<file path="src/rtl/tick_gen_cfg_sched.sv">
// Round-robin scheduler sharing one baud/clock tick generator between NUM_REQ requesters.
// Each grant is validated, then the generator is taken through disable -> load -> enable
// and the requester is acked once both ticks have been seen.
// Optional feature macro: CFG_SCHED_TIMEOUT_EN (bounded wait for ticks in WAIT_TICK).
module tick_gen_cfg_sched #(
    parameter int unsigned       NUM_REQ    = 2,
    parameter int unsigned       CNT_W      = 32,
    parameter logic [CNT_W-1:0]  SYS_CLK_HZ = 100_000,
    parameter int unsigned       DIS_CYCLES = 2,
    parameter int unsigned       TIMEOUT    = 4096
) (
    input  logic                       clk,
    input  logic                       rst,
    input  logic [NUM_REQ-1:0]         req,
    input  logic [NUM_REQ*CNT_W-1:0]   req_baud,
    input  logic [NUM_REQ*CNT_W-1:0]   req_rclk,
    output logic [NUM_REQ-1:0]         ack,
    output logic [NUM_REQ-1:0]         err,
    output logic                       busy,
    output logic [((NUM_REQ > 1) ? $clog2(NUM_REQ) : 1)-1:0] grant_id,
    output logic                       gen_en,
    output logic [CNT_W-1:0]           gen_system_clk,
    output logic [CNT_W-1:0]           gen_baud_rate,
    output logic [CNT_W-1:0]           gen_required_clk,
    input  logic                       baud_tick,
    input  logic                       clk_tick
);

    localparam int unsigned      IdW     = (NUM_REQ > 1) ? $clog2(NUM_REQ) : 1;
    localparam int unsigned      DisW    = (DIS_CYCLES > 1) ? $clog2(DIS_CYCLES) : 1;
    localparam logic [CNT_W-1:0] HalfClk = SYS_CLK_HZ >> 1;

    typedef enum logic [2:0] {
        StIdle, StCheck, StReject, StDisable, StLoad, StEnable, StWaitTick, StDone
    } state_e;

    state_e             state_q, state_d;
    logic [IdW-1:0]     grant_q, grant_d;
    logic [IdW-1:0]     rr_q, rr_d;
    logic [CNT_W-1:0]   lat_baud_q, lat_baud_d;
    logic [CNT_W-1:0]   lat_rclk_q, lat_rclk_d;
    logic [DisW-1:0]    dis_cnt_q, dis_cnt_d;
    logic               seen_baud_q, seen_baud_d;
    logic               seen_clk_q, seen_clk_d;
    logic               gen_en_q, gen_en_d;
    logic [CNT_W-1:0]   gen_sys_q, gen_sys_d;
    logic [CNT_W-1:0]   gen_baud_q, gen_baud_d;
    logic [CNT_W-1:0]   gen_rclk_q, gen_rclk_d;

    logic               pick_found;
    logic [IdW-1:0]     pick_id;
    logic [CNT_W-1:0]   pick_baud;
    logic [CNT_W-1:0]   pick_rclk;

`ifdef CFG_SCHED_TIMEOUT_EN
    localparam int unsigned TmoW = $clog2(TIMEOUT + 1);
    logic [TmoW-1:0]    tmo_cnt_q, tmo_cnt_d;
`endif

    // First requesting index at or after the round-robin pointer, wrapping at NUM_REQ.
    always_comb begin
        int unsigned idx;
        idx        = 0;
        pick_found = 1'b0;
        pick_id    = '0;
        pick_baud  = '0;
        pick_rclk  = '0;
        for (int unsigned k = 0; k < NUM_REQ; k++) begin
            idx = (32'(rr_q) + k) % NUM_REQ;
            if (!pick_found && req[idx]) begin
                pick_found = 1'b1;
                pick_id    = IdW'(idx);
                pick_baud  = req_baud[idx*CNT_W +: CNT_W];
                pick_rclk  = req_rclk[idx*CNT_W +: CNT_W];
            end
        end
    end

    // Next-state logic for the sequencing FSM and its datapath registers.
    always_comb begin
        state_d     = state_q;
        grant_d     = grant_q;
        rr_d        = rr_q;
        lat_baud_d  = lat_baud_q;
        lat_rclk_d  = lat_rclk_q;
        dis_cnt_d   = dis_cnt_q;
        seen_baud_d = seen_baud_q;
        seen_clk_d  = seen_clk_q;
        gen_en_d    = gen_en_q;
        gen_sys_d   = gen_sys_q;
        gen_baud_d  = gen_baud_q;
        gen_rclk_d  = gen_rclk_q;
`ifdef CFG_SCHED_TIMEOUT_EN
        tmo_cnt_d   = tmo_cnt_q;
`endif
        unique case (state_q)
            StIdle: begin
                if (pick_found) begin
                    grant_d    = pick_id;
                    rr_d       = (32'(pick_id) == NUM_REQ - 1) ? '0 : pick_id + 1'b1;
                    lat_baud_d = pick_baud;
                    lat_rclk_d = pick_rclk;
                    state_d    = StCheck;
                end
            end
            StCheck: begin
                if ((lat_baud_q == '0) || (lat_rclk_q == '0) ||
                    (lat_baud_q > HalfClk) || (lat_rclk_q > HalfClk)) begin
                    state_d = StReject;
                end else begin
                    gen_en_d  = 1'b0;
                    dis_cnt_d = '0;
                    state_d   = StDisable;
                end
            end
            StReject: begin
                state_d = StIdle;
            end
            StDisable: begin
                if (dis_cnt_q == DisW'(DIS_CYCLES - 1)) begin
                    // New config becomes visible during the LOAD cycle, still disabled.
                    gen_sys_d  = SYS_CLK_HZ;
                    gen_baud_d = lat_baud_q;
                    gen_rclk_d = lat_rclk_q;
                    state_d    = StLoad;
                end else begin
                    dis_cnt_d = dis_cnt_q + 1'b1;
                end
            end
            StLoad: begin
                gen_en_d = 1'b1;
                state_d  = StEnable;
            end
            StEnable: begin
                seen_baud_d = 1'b0;
                seen_clk_d  = 1'b0;
`ifdef CFG_SCHED_TIMEOUT_EN
                tmo_cnt_d   = '0;
`endif
                state_d     = StWaitTick;
            end
            StWaitTick: begin
                seen_baud_d = seen_baud_q | baud_tick;
                seen_clk_d  = seen_clk_q | clk_tick;
                if ((seen_baud_q | baud_tick) && (seen_clk_q | clk_tick)) begin
                    state_d = StDone;
                end
`ifdef CFG_SCHED_TIMEOUT_EN
                else if (tmo_cnt_q == TmoW'(TIMEOUT - 1)) begin
                    // Give up: park the generator disabled and report through REJECT.
                    gen_en_d = 1'b0;
                    state_d  = StReject;
                end else begin
                    tmo_cnt_d = tmo_cnt_q + 1'b1;
                end
`endif
            end
            StDone: begin
                state_d = StIdle;
            end
            default: begin
                state_d = StIdle;
            end
        endcase
    end

    // State and datapath registers with synchronous reset.
    always_ff @(posedge clk) begin
        if (rst) begin
            state_q     <= StIdle;
            grant_q     <= '0;
            rr_q        <= '0;
            lat_baud_q  <= '0;
            lat_rclk_q  <= '0;
            dis_cnt_q   <= '0;
            seen_baud_q <= 1'b0;
            seen_clk_q  <= 1'b0;
            gen_en_q    <= 1'b0;
            gen_sys_q   <= '0;
            gen_baud_q  <= '0;
            gen_rclk_q  <= '0;
        end else begin
            state_q     <= state_d;
            grant_q     <= grant_d;
            rr_q        <= rr_d;
            lat_baud_q  <= lat_baud_d;
            lat_rclk_q  <= lat_rclk_d;
            dis_cnt_q   <= dis_cnt_d;
            seen_baud_q <= seen_baud_d;
            seen_clk_q  <= seen_clk_d;
            gen_en_q    <= gen_en_d;
            gen_sys_q   <= gen_sys_d;
            gen_baud_q  <= gen_baud_d;
            gen_rclk_q  <= gen_rclk_d;
        end
    end

`ifdef CFG_SCHED_TIMEOUT_EN
    // Tick-wait timeout counter.
    always_ff @(posedge clk) begin
        if (rst) begin
            tmo_cnt_q <= '0;
        end else begin
            tmo_cnt_q <= tmo_cnt_d;
        end
    end
`endif

    // One-hot ack/err pulses decoded from the state and the current grant.
    always_comb begin
        ack = '0;
        err = '0;
        if (state_q == StDone) begin
            ack[grant_q] = 1'b1;
        end
        if (state_q == StReject) begin
            err[grant_q] = 1'b1;
        end
    end

    assign busy             = (state_q != StIdle);
    assign grant_id         = grant_q;
    assign gen_en           = gen_en_q;
    assign gen_system_clk   = gen_sys_q;
    assign gen_baud_rate    = gen_baud_q;
    assign gen_required_clk = gen_rclk_q;

endmodule

</file>
<file path="config.mk">
export PLATFORM = sky130hd
export DESIGN_NAME = tick_gen_cfg_sched
export DESIGN_NICKNAME = d
export VERILOG_FILES = /design/src/rtl/tick_gen_cfg_sched.sv
export SDC_FILE = /design/constraint.sdc
export NUM_CORES = 1
export LEC_CHECK = 0
export BUFFER_PORTS_ARGS = -buffer_cell sky130_fd_sc_hd__buf_2
export CORE_ASPECT_RATIO = 1.4
export CORE_MARGIN = 4
export CORE_UTILIZATION = 45
export CTS_BUF_LIST = sky130_fd_sc_hd__clkbuf_2
export CTS_CLUSTER_SIZE = 12
export DETAILED_ROUTE_END_ITERATION = 12
export PLACE_DENSITY_LB_ADDON = 0.1
export RECOVER_POWER = 25
export SLEW_MARGIN = 15
export SYNTH_ARGS = -nofsm -noshare
export SYNTH_HDL_FRONTEND = slang
export SYNTH_SLANG_ARGS = --single-unit
</file>
<file path="constraint.sdc">
create_clock -name clk -period 2.05 [get_ports clk]
set_input_delay 0.41 -clock clk [delete_from_list [all_inputs] [get_ports clk]]
set_output_delay 0.41 -clock clk [all_outputs]
set_load 0.02 [all_outputs]
</file>
==> out/qor.tcl <==
set qor(vdd_ir_drop_max_mv) 0.507
set qor(status) {complete, no violations}
set qor(global_route_wire_length_before_repair_mm) 28.1
set qor(placed_cells) 1024
set qor(pnr_total_power_mw) 6.25
set qor(fillerInstances) 1073
set qor(avgSynthCellArea_um2) 8.09
set qor(hold_slack_ns) 0.0312
set qor(num-nets-final) 1092
set qor(mappedNetlistArea_mm2) 0.00572
set qor(dpl.hpwl_mm) 12.8
set qor(p_sw_share_pct) 29.6
set qor(final_common_cell) {sky130_fd_sc_hd__buf_2}
set qor(yosys_most_used_dff) {sky130_fd_sc_hd__dfxtp_1}
set qor(share_of_cells_above_drive_strength_1_pct) 30.5
set qor(design.core.area_mm2) 0.0124
set qor(synthDistinctLibCells) 41
set qor(antennaDiodeCount) 0
set qor(postSynth.asyncResetShare_pct) 0
set qor(whs_path_depth) 3
set qor(routed_wire_length_per_instance_um) 16.4
set qor(portBuffers) 210
set qor(timing.critical_path.required_ns) 1.64
set qor(clkPwrFrac_pct) 31.2
set qor(clkLatencyLatePin_ns) 0.68
set qor(die_w_um) 103
set qor(floorplan.io_pins) 237
set qor(cts-buffers-inserted) 17
set qor(muxShareOfSynthArea_pct) 0
set qor(clock_period_minus_worst_slack_ns) 2.03
set qor(grt_util_all_layers_pct) 24.5
set qor(rsz0062_at_grt) {yes}
set qor(finalCritPeriodShare_pct) 99.1
set qor(antenna_left) 0
set qor(area_share_of_xor_xnor_cells_in_the_synthesized_design_pct) 0
set qor(grt_start_max_net_pins) 66
set qor(clkTransAtPathRegs_ns) 0.21
set qor(first_global_vias) 5793
set qor(gp_congestion) 0.808
set qor(worst-path-max-fanout) 4
set qor(power_per_cell_area_mw_per_mm2) 782
set qor(detailedRoute.firstIterationViolations) 266
set qor(globalRouteOverflowTotal) 0
set qor(multi_input_gate_area_in_the_final_layout_mm2) 0.00268
set qor(drc_errors) 0
set qor(finalSetupViolations) 0
set qor(net-switching-power_mw) 1.85
set qor(seqCellArea_mm2) 0.00278
set qor(p_leak_nw) 3.48
set qor(clock_sink_count) 138
set qor(syn_to_final_growth_pct) 39.7
set qor(pwr-share-seq_pct) 48.7
set qor(synth_edf_count) 0
set qor(postSynthRegisterBits) 138
set qor(timing.max_slew.rel_slack_pct) 61.5
set qor(holdCritPathClass) {input port to register}
set qor(mostFrequentLayoutCells) {sky130_fd_sc_hd__buf_2 (204), sky130_fd_sc_hd__nand2_1 (137), sky130_fd_sc_hd__dfxtp_1 (134)}
set qor(clk_root_buffer_cell) {sky130_fd_sc_hd__clkbuf_2}
set qor(cap_violations) 0
set qor(synth_compound_area_share_pct) 18.8
set qor(fp-row-count) 48
set qor(yosys_warnings) 0
set qor(die_area_mm2) 0.0146
set qor(number_of_antenna_violations_at_the_first_check_in_global_routing) 0
set qor(reg2regPathDepth) 5
set qor(h-tree-depth) 4
set qor(report.final.hold_viol_count) 0
set qor(maxSlewViolCount) 0
set qor(tightest_slew_ns) 0.577
set qor(drtPass1Iterations) 5
set qor(synth-seq-area-share_pct) 48.3
set qor(detail_route.vias_per_cell) 5.34
set qor(totalWireLength_mm) 18.4
set qor(postSynthCellCount) 707
set qor(combinational_family_with_the_most_area_after_synthesis) {simple AND/OR/NAND/NOR gates}
set qor(vertical_extent_of_the_die_um) 141
set qor(synthAdderAreaFrac_pct) 0
set qor(share_of_synthesized_cell_area_in_and_or_nand_and_nor_gates_pct) 24.4
set qor(power_frac_comb_pct) 20.1
set qor(endpoint_type_of_the_worst_setup_path) {output pin}
set qor(floorplan.initialDensity_pct) 46.2
set qor(cts_tree) {yes}
set qor(count_of_placed_standard_cells_in_the_final_layout_fillers_left_out) 1121
set qor(critPathKind) {register to output pin}
set qor(setup.worst_path.start_class) {register}
set qor(cts_max_path_buffers) 2
set qor(clock.fmax_mhz) 492
set qor(routed-via-count) 5990
set qor(worst_clock_skew_ns) 0.0269
set qor(cellInternalPower_mw) 4.40
set qor(worst_ep_arrival_time_ns) 1.62
cell type report:
class                   count  share of cell area, %
clock buffers              18                   1.13
inverters                   6                  0.313
multi-input cells         499                   33.5
clock inverters            14                   2.74
well taps                 150                   2.35
flip-flops and latches    138                   34.8
repair buffers            296                   25.2
flip-flops by register name, indices dropped and copies added (netlist names):
signal            count
gen_baud_rate        32
gen_required_clk     32
lat_baud_q           32
lat_rclk_q           32
state_q               3
dis_cnt_q             1
gen_en                1
gen_system_clk        1
grant_id              1
rr_q                  1
seen_baud_q           1
seen_clk_q            1
Yosys cell counts, types with 2 or more instances:
library cell	count	area share (%)
sky130_fd_sc_hd__buf_2	8	0.70
sky130_fd_sc_hd__a21boi_0	2	0.26
sky130_fd_sc_hd__nor2_1	79	5.2
sky130_fd_sc_hd__a21o_1	2	0.26
sky130_fd_sc_hd__dfxtp_1	138	48
sky130_fd_sc_hd__o21ai_0	3	0.26
sky130_fd_sc_hd__a21oi_1	69	6.0
sky130_fd_sc_hd__buf_1	7	0.46
sky130_fd_sc_hd__nand3_1	4	0.35
sky130_fd_sc_hd__buf_4	31	4.1
sky130_fd_sc_hd__nor4b_1	2	0.31
sky130_fd_sc_hd__nor4_1	13	1.4
sky130_fd_sc_hd__nand4_1	3	0.33
sky130_fd_sc_hd__nor2b_1	4	0.44
sky130_fd_sc_hd__nor3_1	65	5.7
sky130_fd_sc_hd__inv_1	6	0.39
sky130_fd_sc_hd__a31o_2	2	0.31
sky130_fd_sc_hd__nand2_1	138	9.1
sky130_fd_sc_hd__o22ai_1	2	0.22
sky130_fd_sc_hd__a31oi_1	2	0.22
sky130_fd_sc_hd__a221oi_1	63	9.6
sky130_fd_sc_hd__clkbuf_1	43	2.8
sky130_fd_sc_hd__a22oi_1	3	0.39
worst paths after layout:
path	start	to	slack, ns
worst min-delay path	req_baud[46]	lat_baud_q[14]	0.03
worst min register to register	lat_rclk_q[3]	gen_required_clk[3]	0.47
worst max-delay path	state_q[2]	err[0]	0.02
worst max register to register	lat_baud_q[10]	dis_cnt_q	0.25
through the flow:
step	worst slack [ns]	TNS, ns	utilization [%]	cell area (um2)
3_5_place_dp	0.280	0	55.6	6880
2_1_floorplan	0.221	0	-	5810
6_report	0.0184	0	64.6	7990
3_3_place_gp	0.315	0	55.6	6880
4_1_cts	-0.0623	-0.113	62.3	7710
5_1_grt	-0.105	-0.342	64.6	7990
logic make-up after synthesis:
group,Yosys count
AO/OA/AOI/OAI,155
buffers and inverters,95
flip-flops,138
other,1
AND/OR/NAND/NOR,318
layer usage:
metal	wire length (um)	vias to the layer above	global-route usage (%)
met1	7200	2805	28.6
met5	0	-	0
met4	261	0	7.57
met2	9950	214	44.4
li1	-	2950	-
met3	984	21	4.62
power by group through the flow:
stage               registers [mW]  clock network [mW]  logic, mW
global route                  3.08                2.11       1.38
floorplan                     3.04                   0      0.709
global placement              3.09                   0       1.03
detailed placement            3.10                   0       1.06
CTS                           3.04                1.99       1.17
finish                        3.05                1.95       1.25
critical path, cell delays in order, from the launching register on:
cell	delay (ns)
sky130_fd_sc_hd__dfxtp_4	0.40
sky130_fd_sc_hd__buf_6	0.13
sky130_fd_sc_hd__nor4b_4	0.23
sky130_fd_sc_hd__buf_4	0.17
repair_timing:
item                       CTS  global route
hold endpoints to repair    24             9
resized for setup           13            33
pin swaps                    1             2
buffers inserted             4             3
hold buffers                45            14
setup endpoints to repair    5            11
Power figures use the tool's default switching activity.
